**config.mk**
```make
export PLATFORM = sky130hd
export DESIGN_NAME = fpu_issue_seq16
export DESIGN_NICKNAME = d
export VERILOG_FILES = /design/src/rtl/fpu_issue_seq16_pkg.sv /design/src/rtl/fpu_issue_seq16_fifo.sv /design/src/rtl/fpu_issue_seq16.sv
export SDC_FILE = /design/constraint.sdc
export NUM_CORES = 1
export LEC_CHECK = 0
export BUFFER_PORTS_ARGS = -buffer_cell sky130_fd_sc_hd__buf_2
export CORE_MARGIN = 3
export CORE_UTILIZATION = 55
export DETAILED_ROUTE_END_ITERATION = 12
export GPL_ROUTABILITY_DRIVEN = 0
export PLACE_DENSITY = 0.78
export SETUP_SLACK_MARGIN = 0.5
export SYNTH_ARGS = -nofsm -noshare
export SYNTH_HDL_FRONTEND = slang
export SYNTH_SLANG_ARGS = --single-unit
export TNS_END_PERCENT = 5
```
**constraint.sdc**
```tcl
create_clock -name clock -period 6.7 [get_ports clock]
set_input_delay 0.335 -clock clock [delete_from_list [all_inputs] [get_ports clock]]
set_output_delay 0.335 -clock clock [all_outputs]
set_load 0.03 [all_outputs]
```
**src/rtl/fpu_issue_seq16_pkg.sv**
```systemverilog
// ============================================================================
// Module      : fpu_issue_seq16_pkg
// Description : Shared fpu16 types plus sequencer state and quiet-NaN constant.
// Revision    : 1.0 - initial release
// ============================================================================
`default_nettype none

package fpu_issue_seq16_pkg;

    typedef logic [15:0] fp16_t;

    typedef enum logic [2:0] {
        FPU_ADD = 3'd0,
        FPU_SUB = 3'd1,
        FPU_MUL = 3'd2,
        FPU_CMP = 3'd3,
        FPU_NEG = 3'd4,
        FPU_ABS = 3'd5
    } fpuOp_t;

    typedef logic [3:0] condCode_t;

    typedef struct packed {
        logic nv;
        logic dz;
        logic of;
        logic uf;
        logic nx;
    } statusFlag_t;

    typedef struct packed {
        logic lt;
        logic eq;
        logic gt;
        logic un;
    } fpuComp_t;

    typedef enum logic [1:0] {
        IDLE     = 2'd0,
        EXEC     = 2'd1,
        MUL_WAIT = 2'd2
    } fpuSeqState_t;

    localparam fp16_t FP16_QNAN = 16'h7E00;

endpackage

`default_nettype wire

```
**src/rtl/fpu_issue_seq16_fifo.sv**
```systemverilog
// ============================================================================
// Module      : fpuReqFifo
// Description : Synchronous first-word-fall-through request FIFO with count.
// Revision    : 1.0 - initial release
// ============================================================================
`default_nettype none

module fpuReqFifo #(
    parameter int DEPTH = 4,
    parameter int WIDTH = 8
) (
    input  logic                       clock,
    input  logic                       reset,
    input  logic                       i_push,
    input  logic [WIDTH-1:0]           i_pushData,
    input  logic                       i_pop,
    output logic [WIDTH-1:0]           o_popData,
    output logic [$clog2(DEPTH+1)-1:0] o_count
);

    localparam int c_ptrW = $clog2(DEPTH);

    logic [WIDTH-1:0]  r_mem [DEPTH];
    logic [c_ptrW-1:0] r_wrPtr;
    logic [c_ptrW-1:0] r_rdPtr;

    always_ff @(posedge clock) begin
        if (i_push) begin
            r_mem[r_wrPtr] <= i_pushData;
        end
    end

    // Power-of-two depth lets the pointers wrap by natural overflow.
    always_ff @(posedge clock or negedge reset) begin
        if (!reset) begin
            r_wrPtr <= '0;
            r_rdPtr <= '0;
            o_count <= '0;
        end else begin
            if (i_push) r_wrPtr <= r_wrPtr + c_ptrW'(1);
            if (i_pop)  r_rdPtr <= r_rdPtr + c_ptrW'(1);
            case ({i_push, i_pop})
                2'b10:   o_count <= o_count + 1'b1;
                2'b01:   o_count <= o_count - 1'b1;
                default: o_count <= o_count;
            endcase
        end
    end

    assign o_popData = r_mem[r_rdPtr];

endmodule

`default_nettype wire

```
**src/rtl/fpu_issue_seq16.sv**
```systemverilog
// ============================================================================
// Module      : fpu_issue_seq16
// Description : Buffers fpu16 requests, issues them in order, returns results.
// Revision    : 1.0 - initial release
// ============================================================================
`default_nettype none

module fpu_issue_seq16
    import fpu_issue_seq16_pkg::*;
#(
    parameter int DEPTH       = 4,
    parameter int TAG_W       = 4,
    parameter int MUL_TIMEOUT = 32
) (
    input  logic             clock,
    input  logic             reset,
    input  logic             reqValid,
    output logic             reqReady,
    input  fpuOp_t           reqOp,
    input  fp16_t            reqIn1,
    input  fp16_t            reqIn2,
    input  logic [TAG_W-1:0] reqTag,
    output fp16_t            fpuIn1,
    output fp16_t            fpuIn2,
    output fpuOp_t           op,
    output logic             start,
    input  fp16_t            fpuOut,
    input  logic             mulDone,
    input  condCode_t        condCodes,
    input  statusFlag_t      statusFlags,
    input  fpuComp_t         comps,
    output logic             rspValid,
    input  logic             rspReady,
    output fp16_t            rspOut,
    output logic [TAG_W-1:0] rspTag,
    output condCode_t        rspCondCodes,
    output statusFlag_t      rspStatusFlags,
    output fpuComp_t         rspComps,
    output logic             rspTimeout
);

    localparam int c_opW      = $bits(fpuOp_t);
    localparam int c_payloadW = c_opW + 32 + TAG_W;
    localparam int c_countW   = $clog2(DEPTH + 1);
    localparam int c_cntW     = $clog2(MUL_TIMEOUT + 1);
    localparam logic [c_countW-1:0] c_full    = c_countW'(DEPTH);
    localparam logic [c_cntW-1:0]   c_cntLast = c_cntW'(MUL_TIMEOUT - 1);

    fpuSeqState_t          r_state;
    fpuSeqState_t          w_nextState;
    logic [c_cntW-1:0]     r_mulCnt;
    logic [TAG_W-1:0]      r_issueTag;
    logic [c_countW-1:0]   w_count;
    logic [c_payloadW-1:0] w_popData;
    logic [c_opW-1:0]      w_headOpBits;
    fp16_t                 w_headIn1;
    fp16_t                 w_headIn2;
    logic [TAG_W-1:0]      w_headTag;
    logic                  w_push;
    logic                  w_pop;
    logic                  w_capture;
    logic                  w_forceNan;
    logic                  w_timeoutHit;
    statusFlag_t           w_nanFlags;

    assign reqReady     = (w_count < c_full);
    assign w_push       = reqValid && reqReady;
    assign w_timeoutHit = (r_mulCnt == c_cntLast);
    assign {w_headOpBits, w_headIn1, w_headIn2, w_headTag} = w_popData;

    fpuReqFifo #(
        .DEPTH (DEPTH),
        .WIDTH (c_payloadW)
    ) u_fifo (
        .clock      (clock),
        .reset      (reset),
        .i_push     (w_push),
        .i_pushData ({reqOp, reqIn1, reqIn2, reqTag}),
        .i_pop      (w_pop),
        .o_popData  (w_popData),
        .o_count    (w_count)
    );

    always_ff @(posedge clock or negedge reset) begin
        if (!reset) r_state <= IDLE;
        else        r_state <= w_nextState;
    end

    always_comb begin
        w_nextState = r_state;
        case (r_state)
            IDLE:     if (w_pop) w_nextState = EXEC;
            EXEC:     w_nextState = (op == FPU_MUL) ? MUL_WAIT : IDLE;
            MUL_WAIT: if (mulDone || w_timeoutHit) w_nextState = IDLE;
            default:  w_nextState = IDLE;
        endcase
    end

    // Pop only once the response slot is free or is being drained this cycle.
    always_comb begin
        w_pop      = 1'b0;
        start      = 1'b0;
        w_capture  = 1'b0;
        w_forceNan = 1'b0;
        case (r_state)
            IDLE: w_pop = (w_count != '0) && (!rspValid || rspReady);
            EXEC: begin
                if (op == FPU_MUL) start     = 1'b1;
                else               w_capture = 1'b1;
            end
            MUL_WAIT: begin
                if (mulDone) begin
                    w_capture = 1'b1;
                end else if (w_timeoutHit) begin
                    w_capture  = 1'b1;
                    w_forceNan = 1'b1;
                end
            end
            default: ;
        endcase
    end

    always_comb begin
        w_nanFlags    = statusFlags;
        w_nanFlags.nv = 1'b1;
    end

    always_ff @(posedge clock or negedge reset) begin
        if (!reset) begin
            op         <= FPU_ADD;
            fpuIn1     <= '0;
            fpuIn2     <= '0;
            r_issueTag <= '0;
            r_mulCnt   <= '0;
        end else begin
            if (w_pop) begin
                op         <= fpuOp_t'(w_headOpBits);
                fpuIn1     <= w_headIn1;
                fpuIn2     <= w_headIn2;
                r_issueTag <= w_headTag;
            end
            if (start)                  r_mulCnt <= '0;
            else if (r_state == MUL_WAIT) r_mulCnt <= r_mulCnt + c_cntW'(1);
        end
    end

    always_ff @(posedge clock or negedge reset) begin
        if (!reset) begin
            rspValid       <= 1'b0;
            rspOut         <= '0;
            rspTag         <= '0;
            rspCondCodes   <= '0;
            rspStatusFlags <= '0;
            rspComps       <= '0;
            rspTimeout     <= 1'b0;
        end else if (w_capture) begin
            rspValid       <= 1'b1;
            rspOut         <= w_forceNan ? FP16_QNAN : fpuOut;
            rspTag         <= r_issueTag;
            rspCondCodes   <= condCodes;
            rspStatusFlags <= w_forceNan ? w_nanFlags : statusFlags;
            rspComps       <= comps;
            rspTimeout     <= w_forceNan;
        end else if (rspValid && rspReady) begin
            rspValid <= 1'b0;
        end
    end

endmodule

`default_nettype wire

```
==> qor.tcl <==
set qor(drv_slew) 0
set qor(postLayoutCellArea_mm2) 0.0113
set qor(layout_min_cycle_time_ps) 2450
set qor(grt_start_max_net_pins) 47
set qor(place.port_buffers) 144
set qor(tightest_slew_ps) 1190
set qor(power.switching_uw) 1890
set qor(cts-root-to-sink-buffers) 3
set qor(netlist_top_cells_area) {sky130_fd_sc_hd__edfxtp_1 (50%), sky130_fd_sc_hd__dfrtp_1 (24%), sky130_fd_sc_hd__mux4_2 (9.3%), sky130_fd_sc_hd__mux2_2 (5.5%), sky130_fd_sc_hd__mux2_4 (2.9%)}
set qor(cts.repair_timing.setup_buffer_count) 0
set qor(yosys_register_bits) 245
set qor(synthesis.area_per_instance_um2) 19.7
set qor(critPathLaunchType) {register}
set qor(core_mm2) 0.0167
set qor(multiInputGateArea_mm2) 0.00235
set qor(commonest_cells_after_routing_fill_and_taps_aside) {sky130_fd_sc_hd__edfxtp_1 (156), sky130_fd_sc_hd__buf_2 (143), sky130_fd_sc_hd__dfrtp_1 (87), sky130_fd_sc_hd__mux2_2 (46), sky130_fd_sc_hd__mux4_2 (39)}
set qor(crit_path_max_fanout) 35
set qor(cap_viol_max_count) 0
set qor(drt.antenna.violating_nets) 0
set qor(tritoncts) {built}
set qor(ff_latch_area_mm2) 0.00691
set qor(cts.root.buffer_cell) {sky130_fd_sc_hd__clkbuf_16}
set qor(clk_transition_reported_paths_ps) 60
set qor(fin_skew_ps) 13.5
set qor(p_int_uw) 3910
set qor(timing_worst_setup_path_type) {register to register}
set qor(switching_share_pct) 32.6
set qor(slew-limit-headroom_pct) 20.7
set qor(layout.cells.most_common) {sky130_fd_sc_hd__edfxtp_1}
set qor(critPathMaxStageDelay_ps) 970
set qor(final_min_period_over_clock_period_pct) 36.5
set qor(grt_remaining_overflow) 0
set qor(drc) 0
set qor(setup_viol_count_final) 0
set qor(post-dp-hpwl_um) 10100
set qor(final_net_count) 718
set qor(power.share.combinational_pct) 35.0
set qor(synth_top_cell_by_area) {sky130_fd_sc_hd__edfxtp_1}
set qor(placementRows) 47
set qor(hold_violations) 0
set qor(top_reg_cell_synth) {sky130_fd_sc_hd__edfxtp_1}
set qor(numClockSinks) 245
set qor(drive_above_1_share_pct) 45.3
set qor(synth_fp_nets) 564
set qor(fill_cells) 1120
set qor(insertedDiodeCount) 0
set qor(clk-insertion-delay-late_ps) 510
set qor(critPathTopFamily) {compound AO/OA/AOI/OAI gates}
set qor(outcome) {complete, no violations}
set qor(h-tree-depth) 1
set qor(max-vdd-ir-drop_mv) 0.301
set qor(crit_slowest_cell) {sky130_fd_sc_hd__o211a_2}
set qor(crit_buf_inv) 0
set qor(synthesis.area_mm2) 0.00946
set qor(synth-seq-area-share_pct) 73.0
set qor(power.static_leakage_uw) 0.00456
set qor(cp_data_arrival_time_ps) 2830
set qor(top_level_ports) 145
set qor(power.density_mw_per_mm2) 515
set qor(die_area_mm2) 0.0188
set qor(dpl_cell_area_mm2) 0.0104
set qor(route.vias.total) 4766
set qor(min-delay-path-class) {primary input to register}
set qor(ys_warn_count) 0
set qor(postSynthCellCount) 480
set qor(grt_antenna_before_repair) 4
set qor(crit_path_cell_trace) {ha_1 -> and2b_1 -> nand3_2 -> o211a_2 -> mux2_2}
set qor(detail_route.wl_per_cell_um) 19.6
set qor(drt_pre_antenna_iters) 4
set qor(power.clock.fraction_pct) 25.9
set qor(synthToLayoutAreaGrowth_pct) 19.2
set qor(chip_width_um) 137
set qor(synth_largest_type_area_fraction_pct) 49.5
set qor(setup.worst_path.end_class) {register}
set qor(power.share.sequential_pct) 39.1
set qor(synthDistinctLibCells) 36
set qor(tritoncts.num_buffers) 25
set qor(global_route_wire_length_before_repair_um) 26600
set qor(setup_tns_ps) 0
set qor(worst_reg2reg_setup_slack_ps) 4250
set qor(wp_data_required_ps) 7090
set qor(detail_route.vias_per_cell) 5.46
set qor(synth-edff-count) 156
set qor(initial_core_utilization_pct) 56.7
set qor(drtIter0Drc) 211
set qor(die_h_um) 137
set qor(gr-usage-all-layers_pct) 18.4
set qor(postRouteWirelength_um) 17100
set qor(final_core_util_pct) 67.5
set qor(rsz0062_at_grt) {false}
set qor(first_global_vias) 5018
set qor(ys_async_sr_fraction_pct) 36.3
set qor(maximum_frequency_from_static_timing_analysis_ghz) 0.409
state kept, by name, summed over array words and instances, names as in the netlist, 5 cells and up:
signal          flops
r_mulCnt            6
u_fifo.r_mem      156
fpuIn2             16
fpuIn1             16
rspOut             16
rspStatusFlags      5
worst paths after layout:
kind	start	endpoint	depth (start not counted)
setup / recovery	r_mulCnt[0]	rspCondCodes[0]	5
hold / removal	reqIn2[11]	u_fifo.r_mem[3][15]	1
setup reg to reg	r_mulCnt[0]	rspCondCodes[0]	5
hold reg to reg	rspCondCodes[1]	rspCondCodes[1]	1
max in group asynchronous	reset	u_fifo.r_rdPtr[1]	3
min in group asynchronous	reset	rspCondCodes[0]	2
layer usage:
layer / routed length [um] / up-vias / global-route usage, % / part of all wire (%)
li1: - / 2119 / - / -
met1: 7140 / 2444 / 23.9 / 42
met2: 8330 / 155 / 31.1 / 49
met3: 1320 / 40 / 4.96 / 7.7
met4: 289 / 8 / 4.93 / 1.7
met5: 42 / - / 0 / 0.25
cells in the mapped netlist, types with 3 or more instances:
master                       n
sky130_fd_sc_hd__edfxtp_1  156
sky130_fd_sc_hd__dfrtp_1    89
sky130_fd_sc_hd__mux2_2     46
sky130_fd_sc_hd__mux4_2     39
sky130_fd_sc_hd__inv_1      22
sky130_fd_sc_hd__mux2_4     18
sky130_fd_sc_hd__nand2_1    16
sky130_fd_sc_hd__mux2i_1    12
sky130_fd_sc_hd__ha_1       10
sky130_fd_sc_hd__buf_2       9
sky130_fd_sc_hd__nand2b_1    8
sky130_fd_sc_hd__clkbuf_1    7
sky130_fd_sc_hd__nor2_1      7
sky130_fd_sc_hd__and2_1      5
sky130_fd_sc_hd__xnor2_1     5
sky130_fd_sc_hd__xor2_1      5
sky130_fd_sc_hd__nand4_1     3
sky130_fd_sc_hd__o21ai_0     3
per-stage QoR:
step                      hold WS, ps  cells  total power, uW  worst slack (ps)
after global placement            384    826             4290              4340
final                            32.3    873             5800              4250
after detailed placement          393    826             4370              4240
after CTS                        6.24    873             5890              4240
after floorplan                  39.4    480             3860              4590
after global routing             16.3    873             6110              4130
power groups by stage:
stage / Sequential (uW) / Clock [uW] / Combinational, uW
detailed placement: 2300 / 0 / 2070
global route: 2320 / 1600 / 2190
finish: 2270 / 1500 / 2030
global placement: 2280 / 0 / 2010
CTS: 2280 / 1540 / 2070
floorplan: 2640 / 0 / 1220
worst register-to-register path: cells and delay by family, from the launching register on:
family / cells / cell delay, ps
AO/OA/AOI/OAI: 1 / 970
adder cells (fa/ha/maj): 1 / 240
flip-flops: 1 / 400
multiplexers: 1 / 430
AND/OR/NAND/NOR: 2 / 280
repair_timing:
action / in CTS / in global routing
hold endpoints to repair: 45 / 0
hold buffers: 1 / 0
resized for setup: 0 / 0
logic make-up (layout without fill, tap and decap cells):
kind of cell | after synthesis | in the layout | share of synthesized area (%)
buffers and inverters | 43 | 216 | 2.29
XOR/XNOR | 10 | 10 | 0.926
flip-flops | 245 | 245 | 73.0
adder cells (fa/ha/maj) | 11 | 11 | 1.53
multiplexers | 115 | 115 | 18.9
AND/OR/NAND/NOR | 48 | 48 | 2.66
AO/OA/AOI/OAI | 8 | 8 | 0.661
area by class of cell:
type / count / share of cell area [%]
flip-flops and latches: 245 / 61.3
multi-input cells: 192 / 20.8
repair buffers: 148 / 6.70
clock buffers: 31 / 5.75
well taps: 220 / 2.44
clock inverters: 15 / 2.23
inverters: 22 / 0.732
Power figures use the tool's default switching activity.
